$ cat src/rtl/nibble_subtractor_serial.sv
// Bit-serial 4-bit subtractor: latches A/B/BIN on START, resolves one bit per cycle LSB first.
// Optional macro NIBBLE_SUB_SAT_EN clamps D to zero when the final borrow is set.
module nibble_subtractor_serial (
  input  logic       clk,
  input  logic       rst_n,
  input  logic [3:0] A,
  input  logic [3:0] B,
  input  logic       BIN,
  input  logic       START,
  output logic [3:0] D,
  output logic       BOUT,
  output logic       BUSY,
  output logic       DONE
);

  typedef enum logic [1:0] {IDLE, SHIFT, FIN} state_t;

  state_t     state_q, state_d;
  logic [3:0] a_q, a_d;
  logic [3:0] b_q, b_d;
  logic       br_q, br_d;
  logic [1:0] idx_q, idx_d;
  logic [3:0] acc_q, acc_d;
  logic [3:0] d_q, d_d;
  logic       bout_q, bout_d;

  logic a_bit, b_bit, d_bit, br_nx;

  assign a_bit = a_q[idx_q];
  assign b_bit = b_q[idx_q];
  assign d_bit = a_bit ^ b_bit ^ br_q;
  assign br_nx = (~a_bit & b_bit) | (~(a_bit ^ b_bit) & br_q);

  always_comb begin
    state_d = state_q;
    a_d     = a_q;
    b_d     = b_q;
    br_d    = br_q;
    idx_d   = idx_q;
    acc_d   = acc_q;
    d_d     = d_q;
    bout_d  = bout_q;
    case (state_q)
      IDLE, FIN: begin
        if (START) begin
          a_d     = A;
          b_d     = B;
          br_d    = BIN;
          idx_d   = 2'd0;
          acc_d   = 4'd0;
          state_d = SHIFT;
        end else begin
          state_d = IDLE;
        end
      end
      SHIFT: begin
        idx_d        = idx_q + 2'd1;
        br_d         = br_nx;
        acc_d[idx_q] = d_bit;
        if (idx_q == 2'd3) begin
          // Outputs change only here, so partial bits never reach D.
          d_d     = {d_bit, acc_q[2:0]};
`ifdef NIBBLE_SUB_SAT_EN
          if (br_nx) d_d = 4'h0;
`endif
          bout_d  = br_nx;
          state_d = FIN;
        end
      end
      default: state_d = IDLE;
    endcase
  end

  always_ff @(posedge clk or negedge rst_n) begin
    if (!rst_n) begin
      state_q <= IDLE;
      a_q     <= 4'd0;
      b_q     <= 4'd0;
      br_q    <= 1'b0;
      idx_q   <= 2'd0;
      acc_q   <= 4'd0;
      d_q     <= 4'd0;
      bout_q  <= 1'b0;
    end else begin
      state_q <= state_d;
      a_q     <= a_d;
      b_q     <= b_d;
      br_q    <= br_d;
      idx_q   <= idx_d;
      acc_q   <= acc_d;
      d_q     <= d_d;
      bout_q  <= bout_d;
    end
  end

  assign D    = d_q;
  assign BOUT = bout_q;
  assign BUSY = (state_q == SHIFT);
  assign DONE = (state_q == FIN);

endmodule

$ cat config.mk
export PLATFORM = sky130hd
export DESIGN_NAME = nibble_subtractor_serial
export DESIGN_NICKNAME = d
export VERILOG_FILES = /design/src/rtl/nibble_subtractor_serial.sv
export SDC_FILE = /design/constraint.sdc
export NUM_CORES = 1
export LEC_CHECK = 0
export CAP_MARGIN = 20
export CORE_MARGIN = 10
export CORE_UTILIZATION = 30
export CTS_BUF_LIST = sky130_fd_sc_hd__clkbuf_8
export DETAILED_ROUTE_END_ITERATION = 16
export GPL_ROUTABILITY_DRIVEN = 0
export GPL_TIMING_DRIVEN = 1
export PLACE_DENSITY = 0.56
export REMOVE_ABC_BUFFERS = 1
export SKIP_CTS_REPAIR_TIMING = 1
export SYNTH_ARGS = -nofsm -noshare
export SYNTH_HDL_FRONTEND = slang
export SYNTH_SLANG_ARGS = --single-unit
$ cat constraint.sdc
create_clock -name clk -period 2.1 [get_ports clk]
set_clock_uncertainty 0.05 [all_clocks]
set_input_delay 0.42 -clock clk [delete_from_list [all_inputs] [get_ports clk]]
set_output_delay 0.42 -clock clk [all_outputs]
set_load 0.05 [all_outputs]
# After elaboration in Yosys (flattened, before gate mapping)
# Index checks and enable logic that the tools add are counted.
classes:
  n_reduce_logical: 7
  muxes: 16
  n_div: 0
  addsub: 1
  eq_ne: 5
  bitwise_logic: 7
  n_shift: 0
  order_cmp: 2
  mul: 0
op_table:
  columns: ["cell", "count"]
  rows:
  - ["$pmux 2 s2", 2]
  - ["$pmux 4 s2", 1]
  - ["$reduce_and 2->1", 3]
  - ["$mux 1", 5]
  - ["$bmux 1 s2", 2]
  - ["$bwmux 4", 1]
  - ["$eq 2x2->1 const B", 2]
  - ["$mux 2", 2]
  - ["$mux 4", 1]
  - ["$lt 2x3->1 const B", 1]
  - ["$add 2x1->2 const B", 1]
  - ["$and 1x1->1", 2]
  - ["$demux 1 s2", 1]
  - ["$eq 2x1->1 const B", 1]
  - ["$ge 2x1->1 const B", 1]
  - ["$logic_not 2->1", 1]
  - ["$ne 2x1->1 const B", 1]
  - ["$ne 2x2->1 const B", 1]
  - ["$not 1->1", 2]
  - ["$pmux 1 s2", 1]
  - ["$reduce_bool 2->1", 1]
  - ["$reduce_or 2->1", 1]
  - ["$xor 1x1->1", 2]
  - ["$logic_and 1x1->1", 1]
  - ["$or 1x1->1", 1]
totals:
  output_inout_bits: 7
  ram_bits: 0
  input_bits: 12
  latch_bits: 0
  regBits: 22
  mem_bits_ro: 0
  word_cells: 46
  n_memories: 0

# Depth between registers and ports, before layout
# Gate-level depths: netlist of run 1.
depth:
  ltp_word: 7
  mapped_depth: 5
  ltp_nobuf: 5

# Worst setup path after synthesis of run 1
# No wires, ideal clock.
synth_path:
  kind: "reg-to-reg"
  from: "register idx_q[0]"
  to: "register br_q"
  path_buffers: 0
  t_arrival_ns: 1.786
  setup_ns: 0.077
  synth_period_minus_slack_ns: 1.913
  required_ns: 1.973
  stages_incl_launch_ff: 5
  setup_slack_ns: 0.187
  path_cell_list: "dfrtp_1 -> mux4_2 -> fa_1 -> mux2_2 -> a21oi_1"
synth_via:
  elab_chain_len: 7
  word_cells_on_any_way: 11
  classes_between: "5 x mux; 6 x bitwise"
synth_lines:
  columns: ["element", "line_no", "text"]
  rows:
  - ["start: declaration", "22", "logic [1:0] idx_q, idx_d;"]
  - ["start signal: assignment", "89", "idx_q <= idx_d;"]
  - ["$bmux 1 s2, on equally long branches", "29, 30", null]
  - ["$mux 1, on equally long branches", "29, 30", null]
  - ["$xor 1x1->1", "32", "assign br_nx = (~a_bit & b_bit) | (~(a_bit ^ b_bit) & br_q);"]
  - ["$not 1->1", "32", null]
  - ["$and 1x1->1", "32", null]
  - ["$or 1x1->1 *", "32", null]
  - ["$pmux 1 s2 *", "43", "case (state_q)"]
  - ["end signal: assignment", "88", "br_q <= br_d;"]
  - ["end: declaration", "21", "logic br_q, br_d;"]
# Mark *: on every way between the ends. The rest lies on a longest branch, timed or not. The select of a mux whose other input is x is not followed.
# A chain may end at the register's enable or synchronous reset.

# Worst setup path after layout of run 1
layout_path:
  from: "register bout_q (netlist: BOUT)"
  to: "output port BOUT"
layout_lines:
  columns: ["element", "line_no", "text"]
  rows:
  - ["start: declaration", "25", "logic bout_q, bout_d;"]
  - ["start signal: assignment", "92", "bout_q <= bout_d;"]
  - ["end: declaration", "11", "output logic BOUT,"]
# No word-level cell between the ends.

==> summary.md, run 1 <==
| Metric | Value |
|---|---|
| Die area | 6299 µm² |
| Largest net degree at the start of global routing | 22 |
| Peak VDD IR | 0.4317 mV |
| DIE HEIGHT | 79.37 µm |
| Core ar. | 3363 µm² |
| CTS max path bufs | 2 |
| Sum of buffers and inverters on the critical path | 1 |
| RSZ-0062 raised after global routing | no |
| Post-synth EDFFs | 0 |
| Max transition margin | 65.97% |
| Initial antenna violation count | 0 |
| Slew Limit Fails | 0 |
| Row cnt | 21 |
| Global route overflow | 0 |
| Share of cells above drive strength 1 | 26.00% |
| Final Cycle Share | 90.49% |
| Max-cap violation count | 0 |
| Delay of the slowest critical-path stage | 0.81 ns |
| Initial Util | 31.44% |
| Sequential area share after synthesis | 49.70% |
| Setup_tns | 0 ns |
| Synth top cells by count | dfrtp_1 (21), mux2_4 (8), inv_1 (6), mux2_2 (6), nand2_1 (5) |
| Cell variety after synth | 23 |
| Gr usage total | 7.416% |
| H-Tree Depth | 1 |
| Critical Path Fanout Max | 2 |
| Area taken by multi-input logic gates | 479.2 µm² |
| CTS Root Cell | clkbuf_8 |
| Final hold slack | 0.4405 ns |
| Worst-Skew Late Latency | 0.26 ns |
| Tot Pwr | 2.139 mW |
| Nets | 118 |
| Inserted Clock Buffers | 3 |
| Critical Path RT | 1.63 ns |
| Top-area cell type share of the netlist area | 49.70% |
| Post-Syn Instances | 78 |
| Worst-Margin Slew | 0.5088 ns |
| Design area | 1341 µm² |
| Power Dens Cells | 1595 nW/µm² |
| Post-synth top area cell | dfrtp_1 |
| Initial DRC count | 11 |
| Via density | 4.438 |
| DR vias | 648 |
| Yosys warns | 0 |
| First-pass GRT wire length | 3719 µm |
| CP endpoint kind | output port |
| Die Width | 79.37 µm |
| Cell Area, Synth | 1057 µm² |
| Worst-path cell with the longest stage delay | clkdlybuf4s50_1 |
| Drt first pass iters | 4 |
| Minimum clock period | 1.900 ns |
| Per-cell routed wire length | 13.64 µm |
| Sequential standard cell area | 525.5 µm² |
| Lkg Pwr | 0.6134 nW |
| Fillers | 345 |
| #FFs+latches synth | 21 |
| Avg Cell Area, Syn | 13.55 µm² |
| CP startpoint kind | flop |
| HP Class | primary input to async pin |
| Kind of critical path | flop to output port |
| Signal arrival time at the worst endpoint | 1.43 ns |
| Clock slew at reported path FFs | 0.08 ns |
| Number of global-route vias before repair | 746 |
| Dominant cells by area after synthesis | dfrtp_1 (50%), mux2_4 (11%), mux2_2 (6.4%) |
| Critical path, cell by cell | clkdlybuf4s50_1 |
| PortBufs | 18 |
| CTS tree | done |
| Post-DP Area | 1295 µm² |
| DRT antenna net count | 0 |
| Most used flip-flop cell after synthesis | dfrtp_1 |
| Number of hold violations in the final report | 0 |
| Outcome | finished, final reports clean |
| Final HPWL DP | 1533 µm |
| Antenna diodes | 0 |
| Drc violations | 0 |
| Fmax | 0.5262 GHz |
| Routed Wire Length | 1991 µm |
| Post-synth ARST share | 100.0% |
| Ports | 19 |
| Layout area overhead | 26.86% |
| Setup violations, final | 0 |
| Clock Sinks | 21 |
| Most common cell in the netlist | dfrtp_1 |
| Worst path top cell family by delay | buffers and inverters |
==> kinds of logic (layout without fill, tap and decap cells) <==
logic type | after synthesis | in the layout | share of synthesized area (%)
DFF | 21 | 21 | 49.70
and+or+nand+nor | 17 | 17 | 9.704
muxes | 16 | 16 | 22.01
AOI/OAI and AO/OA | 9 | 9 | 6.154
buffers and inverters | 9 | 31 | 4.970
adders and majority gates | 5 | 5 | 6.627
xor gates and xnor gates | 1 | 1 | 0.8286
==> area by class of cell <==
type	count	share of cell area, %
flip-flops and latches	21	39.18
repair buffers	21	15.67
clock buffers	3	3.078
clock inverters	1	0.3731
multi-input cells	48	35.73
inverters	6	1.679
well taps	46	4.291
==> cells in the final DEF, fill, tap and decap left out <==
cell             instances
a211oi_1                 1
a21o_1                   1
a21oi_1                  1
a22o_1                   2
and2b_1                  1
buf_12                   1
buf_4                    4
clkbuf_8                 3
clkdlybuf4s50_1         16
clkinv_2                 1
dfrtp_1                 21
fa_1                     1
ha_1                     4
inv_1                    6
mux2_2                   6
mux2_4                   8
mux4_2                   2
nand2_1                  5
nand2b_1                 3
nand3_1                  3
nand3b_4                 1
nor2_1                   1
nor2b_1                  3
o211ai_1                 3
o21ai_0                  1
xnor2_1                  1
==> state kept, by name, summed over array words and instances (netlist names) <==
register  flops
D             4
a_q           4
b_q           4
acc_q         3
idx_q         2
state_q       2
BOUT          1
br_q          1
==> worst paths after layout <==
kind	start	endpoint	slack, ns	depth (start not counted)
max	BOUT	BOUT	0.20	1
min	rst_n	D[2]	0.44	2
max reg2reg	idx_q[0]	br_q	0.22	4
min reg2reg	BOUT	BOUT	0.45	2
max in group asynchronous	rst_n	a_q[2]	1.33	2
min in group clk	BOUT	BOUT	0.45	2
==> stage by stage <==
stage	std cells	setup WS, ns	util (%)
2_1_floorplan	75	0.1865	-
3_3_place_gp	142	0.2317	38.50
3_5_place_dp	142	0.1968	38.50
4_1_cts	146	0.1728	39.88
5_1_grt	146	0.09081	39.88
6_report	146	0.1996	39.88
==> per-layer routing <==
layer  global-route usage, %  up-vias  wire length (µm)
met3                   3.153        2                99
met2                   11.99       18               977
met1                   8.536      319               900
met5                       0        -                 0
li1                        -      309                 -
met4                   2.688        0                13
==> where the power goes <==
part / leakage [nW] / switching, mW / total, mW / internal (mW)
Clock: 0.0255 / 0.132 / 0.264 / 0.132
Sequential: 0.259 / 0.170 / 0.764 / 0.595
Combinational: 0.329 / 0.530 / 1.11 / 0.580
(Power assumes the default switching activity.)
==> inputs of run 2 (changes only) <==
==> constraint.sdc (replaced) <==
create_clock -name clk -period 2.01 [get_ports clk]
set_clock_uncertainty 0.05 [all_clocks]
set_input_delay 0.402 -clock clk [delete_from_list [all_inputs] [get_ports clk]]
set_output_delay 0.402 -clock clk [all_outputs]
set_load 0.05 [all_outputs]
==> run 2 against run 1 <==
Against the previous run: worst hold slack lost 0.0023 ns; critical endpoint is now br_q; die area is the same; clock power shrank 2%; routed wire length grew 1.5%; combinational power grew 11%; critical path depth grew 3; via count shrank 0.15%; largest cell class unchanged; cell area grew 1.7%.
==> summary.md, run 2 (synthesis gave the netlist of run 1 again) <==
| Metric | Value |
|---|---|
| Outcome | finished, final reports clean |
| Clock slew at reported path FFs | 0.07 ns (about the same) |
| Routed Wire Length | 2021 µm (+1.5%) |
| Met1 Use GR | 7.850% (-0.69 points) |
| Fillers | 351 (+1.7%) |
| Number of hold violations in the final report | 0 (unchanged) |
| Share of cells above drive strength 1 | 26.73% (+0.73 points) |
| Critical Path RT | 2.14 ns (+0.51 ns) |
| P_sw | 0.8798 mW (+5.8%) |
| Reg-to-reg startpoint | idx_q[0] |
| Most frequent cells in the layout | dfrtp_1 (21), clkdlybuf4s50_1 (16), mux2_4 (8), inv_1 (7), mux2_2 (6) |
| Ports | 19 (unchanged) |
| Setup_tns | 0 ns (unchanged) |
| Critical Path Fanout Max | 3 (+1) |
| Reg2Reg Depth | 4 (unchanged) |
| Drt first pass iters | 3 (-1) |
| DIE HEIGHT | 79.37 µm (unchanged) |
| Worst path top cell family by delay | multiplexers |
| Gr usage total | 6.964% (-0.45 points) |
| Sequential standard cell area | 525.5 µm² (unchanged) |
| HP Class | primary input to async pin |
| Nets | 119 (+0.85%) |
| H-Tree Depth | 1 (unchanged) |
| Initial antenna violation count | 0 (unchanged) |
| CP startpoint kind | flop |
| Final HPWL DP | 1587 µm (+3.5%) |
| CP endpoint kind | flop |
| Drc violations | 0 (unchanged) |
| Initial DRC count | 19 (+8) |
| Cell-internal power | 1.391 mW (+6.4%) |
| Final Cycle Share | 94.49% |
| Via density | 4.401 (-0.83%) |
| Largest net degree at the start of global routing | 22 (unchanged) |
| Fmax | 0.5265 GHz |
| Worst-Skew Late Latency | 0.25 ns (about the same) |
| Number of global-route vias before repair | 731 (-2.0%) |
| R2R Setup Slk | 0.11 ns (-0.11 ns) |
| First-pass GRT wire length | 3491 µm (-6.1%) |
| Final Util | 40.55% (+0.67 points) |
| Global route overflow | 0 (unchanged) |
| Area taken by multi-input logic gates | 483.0 µm² (+0.78%) |
| Peak VDD IR | 0.5633 mV (+30%) |
| Inserted Clock Buffers | 3 (unchanged) |
| Initial Util | 31.44% (unchanged) |
| Clk pwr share | 11.4% (-0.9 points) |
| Kind of critical path | flop to flop |
| Met3 Track Usage GR | 3.378% (+0.23 points) |
| Core ar. | 3363 µm² (unchanged) |
| Die Width | 79.37 µm (unchanged) |
| Critical path, cell by cell | mux4_2, fa_1, mux2_2, a21oi_2 |
| Minimum clock period | 1.899 ns |
| Signal arrival time at the worst endpoint | 2.03 ns (+0.60 ns) |
| DR vias | 647 (-0.15%) |
| GR peak layer | met2 |
| Worst-path cell with the longest stage delay | mux4_2 |
| Die area | 6299 µm² (unchanged) |
| Layout area overhead | 28.99% |
| Setup violations, final | 0 (unchanged) |
| Sum of buffers and inverters on the critical path | 0 (-1) |
| Per-cell routed wire length | 13.75 µm (+0.82%) |
| Delay of the slowest critical-path stage | 0.54 ns (-0.27 ns) |
| CTS tree | done |
| Clock Sinks | 21 (unchanged) |
| Commonest non-fill, non-tap cell in the layout | dfrtp_1 |
| Worst-Margin Slew | 0.5155 ns (+0.006688 ns) |
| Comb power frac | 54.1% (+2.2 points) |
| RSZ-0062 raised after global routing | no |
| Switching part of the total | 38.74% (-0.14 points) |
| Lkg Pwr | 0.6227 nW (+1.5%) |
| Critical Path Start | idx_q[0] |
| CTS Root Cell | clkbuf_8 |
| Routing usage on met2 | 11.83% (-0.16 points) |
| Part of the power in registers | 34.5% (-1.2 points) |
| Row cnt | 21 (unchanged) |
| CTS max path bufs | 2 (unchanged) |
| PortBufs | 18 (unchanged) |
| Max-cap violation count | 0 (unchanged) |
| DRT antenna net count | 0 (unchanged) |
| Crit. path cell count | 4 (+3) |
| Max transition margin | 65.53% (-0.45 points) |
| Power Dens Cells | 1665 nW/µm² (+4.4%) |
| Slew Limit Fails | 0 (unchanged) |
| Antenna diodes | 0 (unchanged) |
run 2: changes by cell type in the layout (fill, tap and decap cells not counted):
cell,delta
a21oi_1,-1
a21oi_2,+1
buf_12,+1
clkinv_2,-1
inv_1,+1
run 2: final timing paths:
kind	end
min in group clk	BOUT
max reg2reg	br_q
min reg2reg	BOUT
max	br_q
max in group asynchronous	idx_q[0]
min	br_q
run 2: metrics by stage:
| stage | cell area, µm² | worst slack, ns | total power, mW | hold slack, ns | cells |
|---|---|---|---|---|---|
| 3_5_place_dp | 1315 | 0.1023 | 2.028 | 0.4370 | 143 |
| 2_1_floorplan | 1027 | 0.09651 | 1.627 | 0.05641 | 75 |
| 6_report | 1364 | 0.1108 | 2.271 | 0.4382 | 147 |
| 3_3_place_gp | 1315 | 0.1683 | 1.996 | 0.4380 | 143 |
| 4_1_cts | 1360 | 0.09344 | 2.303 | 0.4401 | 147 |
| 5_1_grt | 1364 | 0.006747 | 2.469 | 0.4508 | 147 |
run 2: routing by layer:
layer,wire [µm],share of wire [%]
met1,946,47
met2,947,47
met3,113,5.6
met4,13,0.64
met5,0,0
run 2: power by group through the flow:
stage               combinational, mW  clock, mW  sequential (mW)
floorplan                       0.702          0            0.925
global placement                 1.20          0            0.796
detailed placement               1.23          0            0.798
CTS                              1.24      0.278            0.789
global route                     1.35      0.299            0.819
finish                           1.23      0.259            0.783
run 2: area by class of cell:
type,instances,area share [%]
Sequential cell,21,38.53
Multi-Input combinational cell,48,35.41
Timing Repair Buffer,22,16.88
Tap cell,46,4.220
Clock buffer,3,3.028
Inverter,6,1.651
Clock inverter,1,0.2752
